--- src/rtl/hazard_ctrl_gen_pkg.sv ---
// Shared definitions for the hazard/forwarding controller: forward-select
// codes, stage indices, default multiply/divide latencies, the T-width
// default and the MDU timer state type.
package hazard_ctrl_gen_pkg;

  // Select codes as seen by a D-stage consumer (0 = register file)
  localparam int FWD_RF = 0;
  localparam int FWD_E  = 1;
  localparam int FWD_M  = 2;
  localparam int FWD_W  = 3;

  // Pipeline stage indices (producer index and consumer search start)
  localparam int STG_D = 0;
  localparam int STG_E = 1;
  localparam int STG_M = 2;

  // Default multiply/divide busy lengths and T_new/T_use width
  localparam int DEF_MULT_CYC = 5;
  localparam int DEF_DIV_CYC  = 10;
  localparam int DEF_TW       = 2;

  typedef enum logic {
    MD_IDLE = 1'b0,
    MD_BUSY = 1'b1
  } md_state_e;

  function automatic int max2(input int a, input int b);
    return (a > b) ? a : b;
  endfunction

endpackage

--- src/rtl/hz_mdu_timer.sv ---
// Multiply/divide busy timer: a down-counter loaded with the operation
// latency when an MDU op leaves E, busy while the count is nonzero.
// A start while busy reloads and restarts the count.
module hz_mdu_timer
  import hazard_ctrl_gen_pkg::*;
#(
  parameter int MULT_CYC = DEF_MULT_CYC,
  parameter int DIV_CYC  = DEF_DIV_CYC
) (
  input  logic clk,
  input  logic reset_n,
  input  logic start_i,
  input  logic is_div_i,
  output logic busy_o
);

  localparam int CW = $clog2(max2(MULT_CYC, DIV_CYC) + 1);

  md_state_e       state_q;
  logic [CW-1:0]   cnt_q;

  // Load on start, count down while busy, fall to IDLE when the last cycle expires
  always_ff @(posedge clk) begin
    if (!reset_n) begin
      state_q <= MD_IDLE;
      cnt_q   <= '0;
    end else if (start_i) begin
      state_q <= MD_BUSY;
      cnt_q   <= is_div_i ? CW'(DIV_CYC) : CW'(MULT_CYC);
    end else if (state_q == MD_BUSY) begin
      cnt_q <= cnt_q - CW'(1);
      if (cnt_q == CW'(1)) state_q <= MD_IDLE;
    end
  end

  assign busy_o = (state_q == MD_BUSY);

endmodule

--- src/rtl/hazard_ctrl_gen.sv ---
// Parametrised hazard and forwarding controller for the pipelined MIPS core.
// Each consumer searches the in-flight producers nearest-first; the first
// address match governs, so a younger writer always shadows older ones.
// Optional feature: define HAZ_STALL_CNT_EN to add a saturating stall counter.
module hazard_ctrl_gen
  import hazard_ctrl_gen_pkg::*;
#(
  parameter int REG_AW   = 5,
  parameter int TW       = DEF_TW,
  parameter int NFWD     = 3,
  parameter int SW       = $clog2(NFWD + 1),
  parameter int MULT_CYC = DEF_MULT_CYC,
  parameter int DIV_CYC  = DEF_DIV_CYC,
  parameter int CNT_W    = 16
) (
  input  logic                   clk,
  input  logic                   reset_n,
  input  logic [NFWD-1:0]        prod_we,
  input  logic [NFWD*REG_AW-1:0] prod_wr,
  input  logic [NFWD*TW-1:0]     prod_tnew,
  input  logic [REG_AW-1:0]      rs_D,
  input  logic [REG_AW-1:0]      rt_D,
  input  logic [REG_AW-1:0]      rs_E,
  input  logic [REG_AW-1:0]      rt_E,
  input  logic [REG_AW-1:0]      rt_M,
  input  logic [TW-1:0]          rs_tuse_D,
  input  logic [TW-1:0]          rt_tuse_D,
  input  logic                   md_start_E,
  input  logic                   md_is_div_E,
  input  logic                   md_use_D,
  output logic                   stall,
  output logic [SW-1:0]          fwd_rs_D,
  output logic [SW-1:0]          fwd_rt_D,
  output logic [SW-1:0]          fwd_rs_E,
  output logic [SW-1:0]          fwd_rt_E,
  output logic [SW-1:0]          fwd_rt_M,
  output logic                   md_busy,
  output logic [CNT_W-1:0]       stall_cnt
);

  localparam int NCONS = 5;

  // Consumers 0..4: rs_D, rt_D, rs_E, rt_E, rt_M
  logic [REG_AW-1:0] cons_addr [NCONS];
  assign cons_addr[0] = rs_D;
  assign cons_addr[1] = rt_D;
  assign cons_addr[2] = rs_E;
  assign cons_addr[3] = rt_E;
  assign cons_addr[4] = rt_M;

  for (genvar c = 0; c < NCONS; c++) begin : g_cons
    // Consumer stage: D for 0/1, E for 2/3, M for 4; only producers at or beyond it are visible
    localparam int K = (c < 2) ? STG_D : ((c < 4) ? STG_E : STG_M);

    logic          hit;
    logic [SW-1:0] idx;
    logic [TW-1:0] tn;
    logic [SW-1:0] code;

    // Priority search: scan oldest to youngest so the lowest matching index wins
    always_comb begin
      hit = 1'b0;
      idx = '0;
      tn  = '0;
      for (int i = NFWD - 1; i >= K; i--) begin
        if (prod_we[i] && (prod_wr[i*REG_AW +: REG_AW] == cons_addr[c]) &&
            (cons_addr[c] != '0)) begin
          hit = 1'b1;
          idx = SW'(i);
          tn  = prod_tnew[i*TW +: TW];
        end
      end
    end

    // Forward only from a ready governing producer; D codes are offset past the regfile code
    always_comb begin
      code = '0;
      if (hit && (tn == '0)) code = (K == STG_D) ? (idx + SW'(1)) : idx;
    end
  end

  assign fwd_rs_D = g_cons[0].code;
  assign fwd_rt_D = g_cons[1].code;
  assign fwd_rs_E = g_cons[2].code;
  assign fwd_rt_E = g_cons[3].code;
  assign fwd_rt_M = g_cons[4].code;

  logic data_stall;
  logic md_stall;

  // A D source stalls when its governing producer delivers later than it is needed
  always_comb begin
    data_stall = (g_cons[0].hit && (g_cons[0].tn > rs_tuse_D)) ||
                 (g_cons[1].hit && (g_cons[1].tn > rt_tuse_D));
    md_stall   = md_use_D && (md_busy || md_start_E);
    stall      = data_stall || md_stall;
  end

  hz_mdu_timer #(
    .MULT_CYC (MULT_CYC),
    .DIV_CYC  (DIV_CYC)
  ) u_mdu_timer (
    .clk      (clk),
    .reset_n  (reset_n),
    .start_i  (md_start_E),
    .is_div_i (md_is_div_E),
    .busy_o   (md_busy)
  );

`ifdef HAZ_STALL_CNT_EN
  logic [CNT_W-1:0] stall_cnt_q;
  logic [CNT_W-1:0] stall_cnt_d;

  // Saturating increment on stalled cycles
  always_comb begin
    stall_cnt_d = stall_cnt_q;
    if (stall && (stall_cnt_q != '1)) stall_cnt_d = stall_cnt_q + CNT_W'(1);
  end

  // Stall counter register, cleared by reset
  always_ff @(posedge clk) begin
    if (!reset_n) stall_cnt_q <= '0;
    else          stall_cnt_q <= stall_cnt_d;
  end

  assign stall_cnt = stall_cnt_q;
`else
  assign stall_cnt = '0;
`endif

endmodule

--- config.mk ---
export PLATFORM = sky130hd
export DESIGN_NAME = hazard_ctrl_gen
export DESIGN_NICKNAME = d
export VERILOG_FILES = /design/src/rtl/hazard_ctrl_gen_pkg.sv /design/src/rtl/hz_mdu_timer.sv /design/src/rtl/hazard_ctrl_gen.sv
export SDC_FILE = /design/constraint.sdc
export NUM_CORES = 1
export LEC_CHECK = 0
export CORE_MARGIN = 2
export CORE_UTILIZATION = 50
export CTS_CLUSTER_SIZE = 16
export DETAILED_ROUTE_END_ITERATION = 6
export DONT_BUFFER_PORTS = 1
export GPL_TIMING_DRIVEN = 0
export PLACE_DENSITY = 0.67
export SYNTH_ARGS = -nofsm -noshare
export SYNTH_HDL_FRONTEND = slang
export SYNTH_HIERARCHICAL = 1
export SYNTH_SLANG_ARGS = --single-unit
--- constraint.sdc ---
create_clock -name clk -period 3.9 [get_ports clk]
set_input_delay 0.975 -clock clk [delete_from_list [all_inputs] [get_ports clk]]
set_output_delay 0.975 -clock clk [all_outputs]
set_load 0.01 [all_outputs]
# [Word level (Yosys, flattened, before mapping)]
# Index checks and enable logic that the tools add are counted.
[word_totals] ff_bits=5 output_inout_bits=28 word_cells=107 inputBits=58
[classes] add_sub_neg=3 n_reduce_logical=44 n_lt_le_gt_ge=2 mux=44 eq_ne=12
[ops] operator="5-bit == test" count=11
[ops] operator="2-bit two-way mux" count=27
[ops] operator="1-bit logical AND" count=30
[ops] operator="5-bit nonzero test" count=5
[ops] operator="1-bit two-way mux" count=14
[ops] operator="4-bit two-way mux" count=3
[ops] operator="2-bit logical NOT" count=5
[ops] operator="2-bit by 1-bit adder with 2-bit output (second input constant)" count=2
[ops] operator="4-bit by 1-bit == test with 1-bit output (second input constant)" count=1
[ops] operator="2-bit greater-than comparator" count=2
[ops] operator="4-bit by 1-bit subtractor with 4-bit output (second input constant)" count=1
[ops] operator="1-bit logical OR" count=3
[ops] operator="2-bit nonzero test" count=1

# [Logic depth before layout (Yosys ltp)]
[depth] depth_word=10 ltp_mapped=13 mapped_depth_nobuf=12

# [Modules after synthesis]
# The synthesis kept the hierarchy.
[by_module_without_submodules] mod="hazard_ctrl_gen" area_each_um2=1212.4 cells_per_inst=172 n_inst=1 seq_area_each_um2=0.0
[by_module_without_submodules] mod="hz_mdu_timer" area_each_um2=257.7 cells_per_inst=27 n_inst=1 seq_area_each_um2=100.1

# [Worst setup path before layout]
# No wires, ideal clock.
[synth_path] path_kind="input to output" start="in rt_D[2]" end="out stall" slack_ns=0.010 arrival_time_ns=2.915 cell_stages=10 n_path_buf=0 required_time_ns=2.925 path_cell_list="or4_4 -> nor2_4 -> nor3_2 -> or3_4 -> a21oi_4 -> inv_1 -> ha_1 -> a21oi_1 -> o21ai_0 -> nand3_1"
[synth_between] elab_chain_cells=10 word_cells_on_any_way=20 cone_classes="order compare: 1; eq/ne: 3; mux: 6; reduce/logical: 10"
[synth_lines] element="start: declaration" line="hazard_ctrl_gen.sv:22" text="input logic [REG_AW-1:0] rt_D,"
[synth_lines] element="5-bit == test" line="hazard_ctrl_gen.sv:66" text="if (prod_we[i] && (prod_wr[i*REG_AW +: REG_AW] == cons_addr[c]) &&"
[synth_lines] element="1-bit logical AND (2 in a row)" line="hazard_ctrl_gen.sv:66"
[synth_lines] element="2-bit two-way mux (3 in a row)" line="hazard_ctrl_gen.sv:66"
[synth_lines] element="2-bit greater-than comparator" line="hazard_ctrl_gen.sv:94" text="(g_cons[1].hit && (g_cons[1].tn > rt_tuse_D));"
[synth_lines] element="1-bit logical AND *" line="hazard_ctrl_gen.sv:94"
[synth_lines] element="1-bit logical OR *" line="hazard_ctrl_gen.sv:93" text="data_stall = (g_cons[0].hit && (g_cons[0].tn > rs_tuse_D)) ||"
[synth_lines] element="1-bit logical OR *" line="hazard_ctrl_gen.sv:96" text="stall = data_stall || md_stall;"
[synth_lines] element="end: declaration" line="hazard_ctrl_gen.sv:31" text="output logic stall,"
# Every way passes the cells marked *; elsewhere a longest branch is shown, timed or not.

# [Final worst setup path]
[layout_path] start="in prod_wr[14]" end="out stall"
[layout_between] elab_chain_cells=10 word_cells_on_any_way=24 cone_classes="order compare: 2; eq/ne: 2; mux: 12; reduce/logical: 8"
[layout_lines] element="start: declaration" line="hazard_ctrl_gen.sv:19" text="input logic [NFWD*REG_AW-1:0] prod_wr,"
[layout_lines] element="5-bit == test" line="hazard_ctrl_gen.sv:66"
[layout_lines] element="1-bit logical AND (2 in a row)" line="hazard_ctrl_gen.sv:66"
[layout_lines] element="2-bit two-way mux (3 in a row)" line="hazard_ctrl_gen.sv:66"
[layout_lines] element="2-bit greater-than comparator, on equally long branches" line="hazard_ctrl_gen.sv:93, hazard_ctrl_gen.sv:94"
[layout_lines] element="1-bit logical AND, on equally long branches" line="hazard_ctrl_gen.sv:93, hazard_ctrl_gen.sv:94"
[layout_lines] element="1-bit logical OR *" line="hazard_ctrl_gen.sv:93"
[layout_lines] element="1-bit logical OR *" line="hazard_ctrl_gen.sv:96"
# Marked as above.

==> impl_metrics.ini <==
[outcome]
status = completed

[global_routing]
grt_pass1_vias = 1381
grt_max_degree = 9
grt_use_total = 0.2257
grt_first_pass_wirelength_mm = 6.078
grt_overflow = 0
antenna_found_initial = 0

[routing]
drt_iter0_markers = 56
wl_per_cell_um = 14.48
route.detailed.drc = 0
viasPerCell = 5.392
routed_wl_mm = 3.766
drtPass1Iterations = 4
final_antenna_net_count = 0
vias = 1402

[flow_run]
maxCapViolCount = 0

[logic_synthesis]
async_flop_share = 0
synthCells = 199
synth_top_flop_cell = dfxtp_1
yosysWarnings = 6
synth-edff-count = 0
synth-seq-cells = 5
avgSynthCellArea_sq_um = 7.388
syn_area_sq_mm = 0.001470
ys_seq_area_frac = 0.06809
synth.distinct_cells = 36

[hold_path]
hp-class = flop to flop
worstHoldPathCells = 2

[layout]
multi_input_area_sq_mm = 0.001324
antenna_cells = 0
final_cell_mix = 46 x xnor2_1, 27 x buf_4, 17 x conb_1
syn2layout_area_growth_pct = 21.02
drive_above_1_share = 0.2751
nFillCells = 271
fin_nets = 294
fin_area_sq_mm = 0.001779
ff_latch_area_sq_um = 100.1
final_common_cell = xnor2_1
instances_no_fill = 260

[setup_path]
reg2reg_from = u_mdu_timer/cnt_q[0]
cp_max_fo = 6
crit_arrival_ps = 2920
critPathLaunch = prod_wr[14]
setup.worst_path.start_class = primary input
worst_setup_path_end_kind = primary output
critical_path.endpoint = stall
reg2reg_setup_slack_ps = 2550
critical_path_class = primary input to primary output
rr_endpoint = u_mdu_timer/cnt_q[1]
crit_required_ps = 2920
r2r.worst_path.cells = 4

[place]
finalWeightedCongestion = 0.8783
numPortBuffers = 0
dp_hpwl_mm = 3.202
postPlaceCellArea_sq_mm = 0.001569
dpl.cell_count = 246

[cts]
clk_latency_ps = 240
cts_tree = yes
clock_sinks = 5
cts_root_buf = clkbuf_4
htree_levels = 1
clk_pin_slew_worst_paths_ps = 40
clock_path_buffers = 2
hold_buffers = 0
cts_buffers = 3

[floorplanning]
dieArea_sq_mm = 0.003390
die_w_um = 58.23
die_y_um = 58.23
rows = 19
initial_utilization = 0.5286
io_pins = 86
core-area_sq_mm = 0.002781

[timing]
finalCritPeriodShare = 0.9976
finalMaxSlewViolations = 0
fin_setup_tns_ps = 0
fmax_mhz = 257.0
whs_ps = 561.8
worstMarginPinSlew_ps = 539.9
relSlewSlack = 0.6368
rsz0062_at_grt = yes
finalHoldViolCount = 0
setup_viol = 0
fin_crit_ps = 3890
clock_skew_ps = 0.6665

[power]
p_leak_uw = 0.0006999
p_per_area_mw_per_mm2 = 151.8
ir_drop_mv = 0.1418
==> cell type report <==
class                           count  area share
Multi-Input combinational cell    173      0.7440
Buffer                             25     0.09564
Sequential cell                     5     0.05626
Timing Repair Buffer               10     0.04219
Inverter                           12     0.02532
Tap cell                           31     0.02180
Clock buffer                        4     0.01477
==> how the worst min path moves through the flow <==
stage                         start              endpoint  slack, ps
5_1_grt        u_mdu_timer/cnt_q[3]  u_mdu_timer/cnt_q[3]        590
3_5_place_dp   u_mdu_timer/cnt_q[3]  u_mdu_timer/cnt_q[3]        550
2_1_floorplan  u_mdu_timer/cnt_q[3]  u_mdu_timer/cnt_q[3]        530
6_report       u_mdu_timer/cnt_q[3]  u_mdu_timer/cnt_q[3]        560
3_3_place_gp   u_mdu_timer/cnt_q[3]  u_mdu_timer/cnt_q[3]        560
4_1_cts        u_mdu_timer/cnt_q[3]  u_mdu_timer/cnt_q[3]        560
==> kinds of logic after synthesis <==
family | after synthesis | synth area share
buf+inv | 37 | 0.1379
xor+xnor | 57 | 0.3396
simple gates | 66 | 0.2817
fa+ha+maj | 6 | 0.05106
compound gates | 27 | 0.1192
other cells | 1 | 0.002551
flops | 5 | 0.06809
==> stage by stage <==
| step | worst slack [ps] | power [uW] | utilization |
|---|---|---|---|
| final | 9.528 | 270.1 | 0.6397 |
| after global routing | -89.49 | 292.2 | 0.6397 |
| after CTS | -17.65 | 263.9 | 0.6100 |
| after detailed placement | -302.8 | 194.4 | 0.5641 |
| after global placement | -267.4 | 189.9 | 0.5641 |
| after floorplan | 10.28 | 178.5 | - |
==> metal layers <==
| metal | up-vias | track usage | share of wire |
|---|---|---|---|
| met4 | 0 | 0.01993 | 0 |
| met1 | 636 | 0.2880 | 0.40 |
| li1 | 712 | - | - |
| met5 | - | 0 | 0 |
| met3 | 0 | 0.02902 | 0.070 |
| met2 | 54 | 0.4172 | 0.53 |
==> sequential cells by signal (all words and copies together), names as in the netlist <==
name,flops
u_mdu_timer/busy_o,1
u_mdu_timer/cnt_q,4
==> cell usage after synthesis, types with 2 or more instances <==
cell type | number | area share
and3_1 | 4 | 0.017
o21ai_0 | 6 | 0.020
or4_4 | 2 | 0.015
xor2_1 | 11 | 0.066
nor2_4 | 2 | 0.015
nand3_1 | 5 | 0.017
a21boi_0 | 2 | 0.010
nand4_1 | 9 | 0.038
nor4_1 | 8 | 0.034
clkbuf_1 | 8 | 0.020
buf_4 | 17 | 0.087
dfxtp_1 | 5 | 0.068
nor3_1 | 10 | 0.034
nand2_1 | 11 | 0.028
or4_1 | 2 | 0.010
o22a_1 | 2 | 0.012
ha_1 | 6 | 0.051
nor2_1 | 5 | 0.013
or3_1 | 2 | 0.0085
a21oi_1 | 10 | 0.034
inv_1 | 12 | 0.031
xnor2_1 | 46 | 0.27
==> power breakdown <==
group / total [uW] / internal, uW / switching, uW
logic: 148 / 80.3 / 67.7
clock network: 59.4 / 38.7 / 20.8
registers: 62.6 / 55.7 / 6.87
==> repair_timing <==
action / 4_1_cts / 5_1_grt
endpoints found under the setup margin: 1 / 1
hold endpoints to repair: 0 / 0
setup buffers: 7 / 3
pin swaps: 13 / 13
gates resized for setup: 15 / 16
==> worst max-delay path, cell delays in order <==
cell     delay, ps
buf_2          160
xor2_1         160
nor4_2         320
o21ai_2        100
buf_4          150
nor3_2         160
o31a_1         230
ha_4           230
a21oi_2        140
a21oi_2         40
o21ai_1         90
nand3_1        160
(Power assumes the default switching activity.)
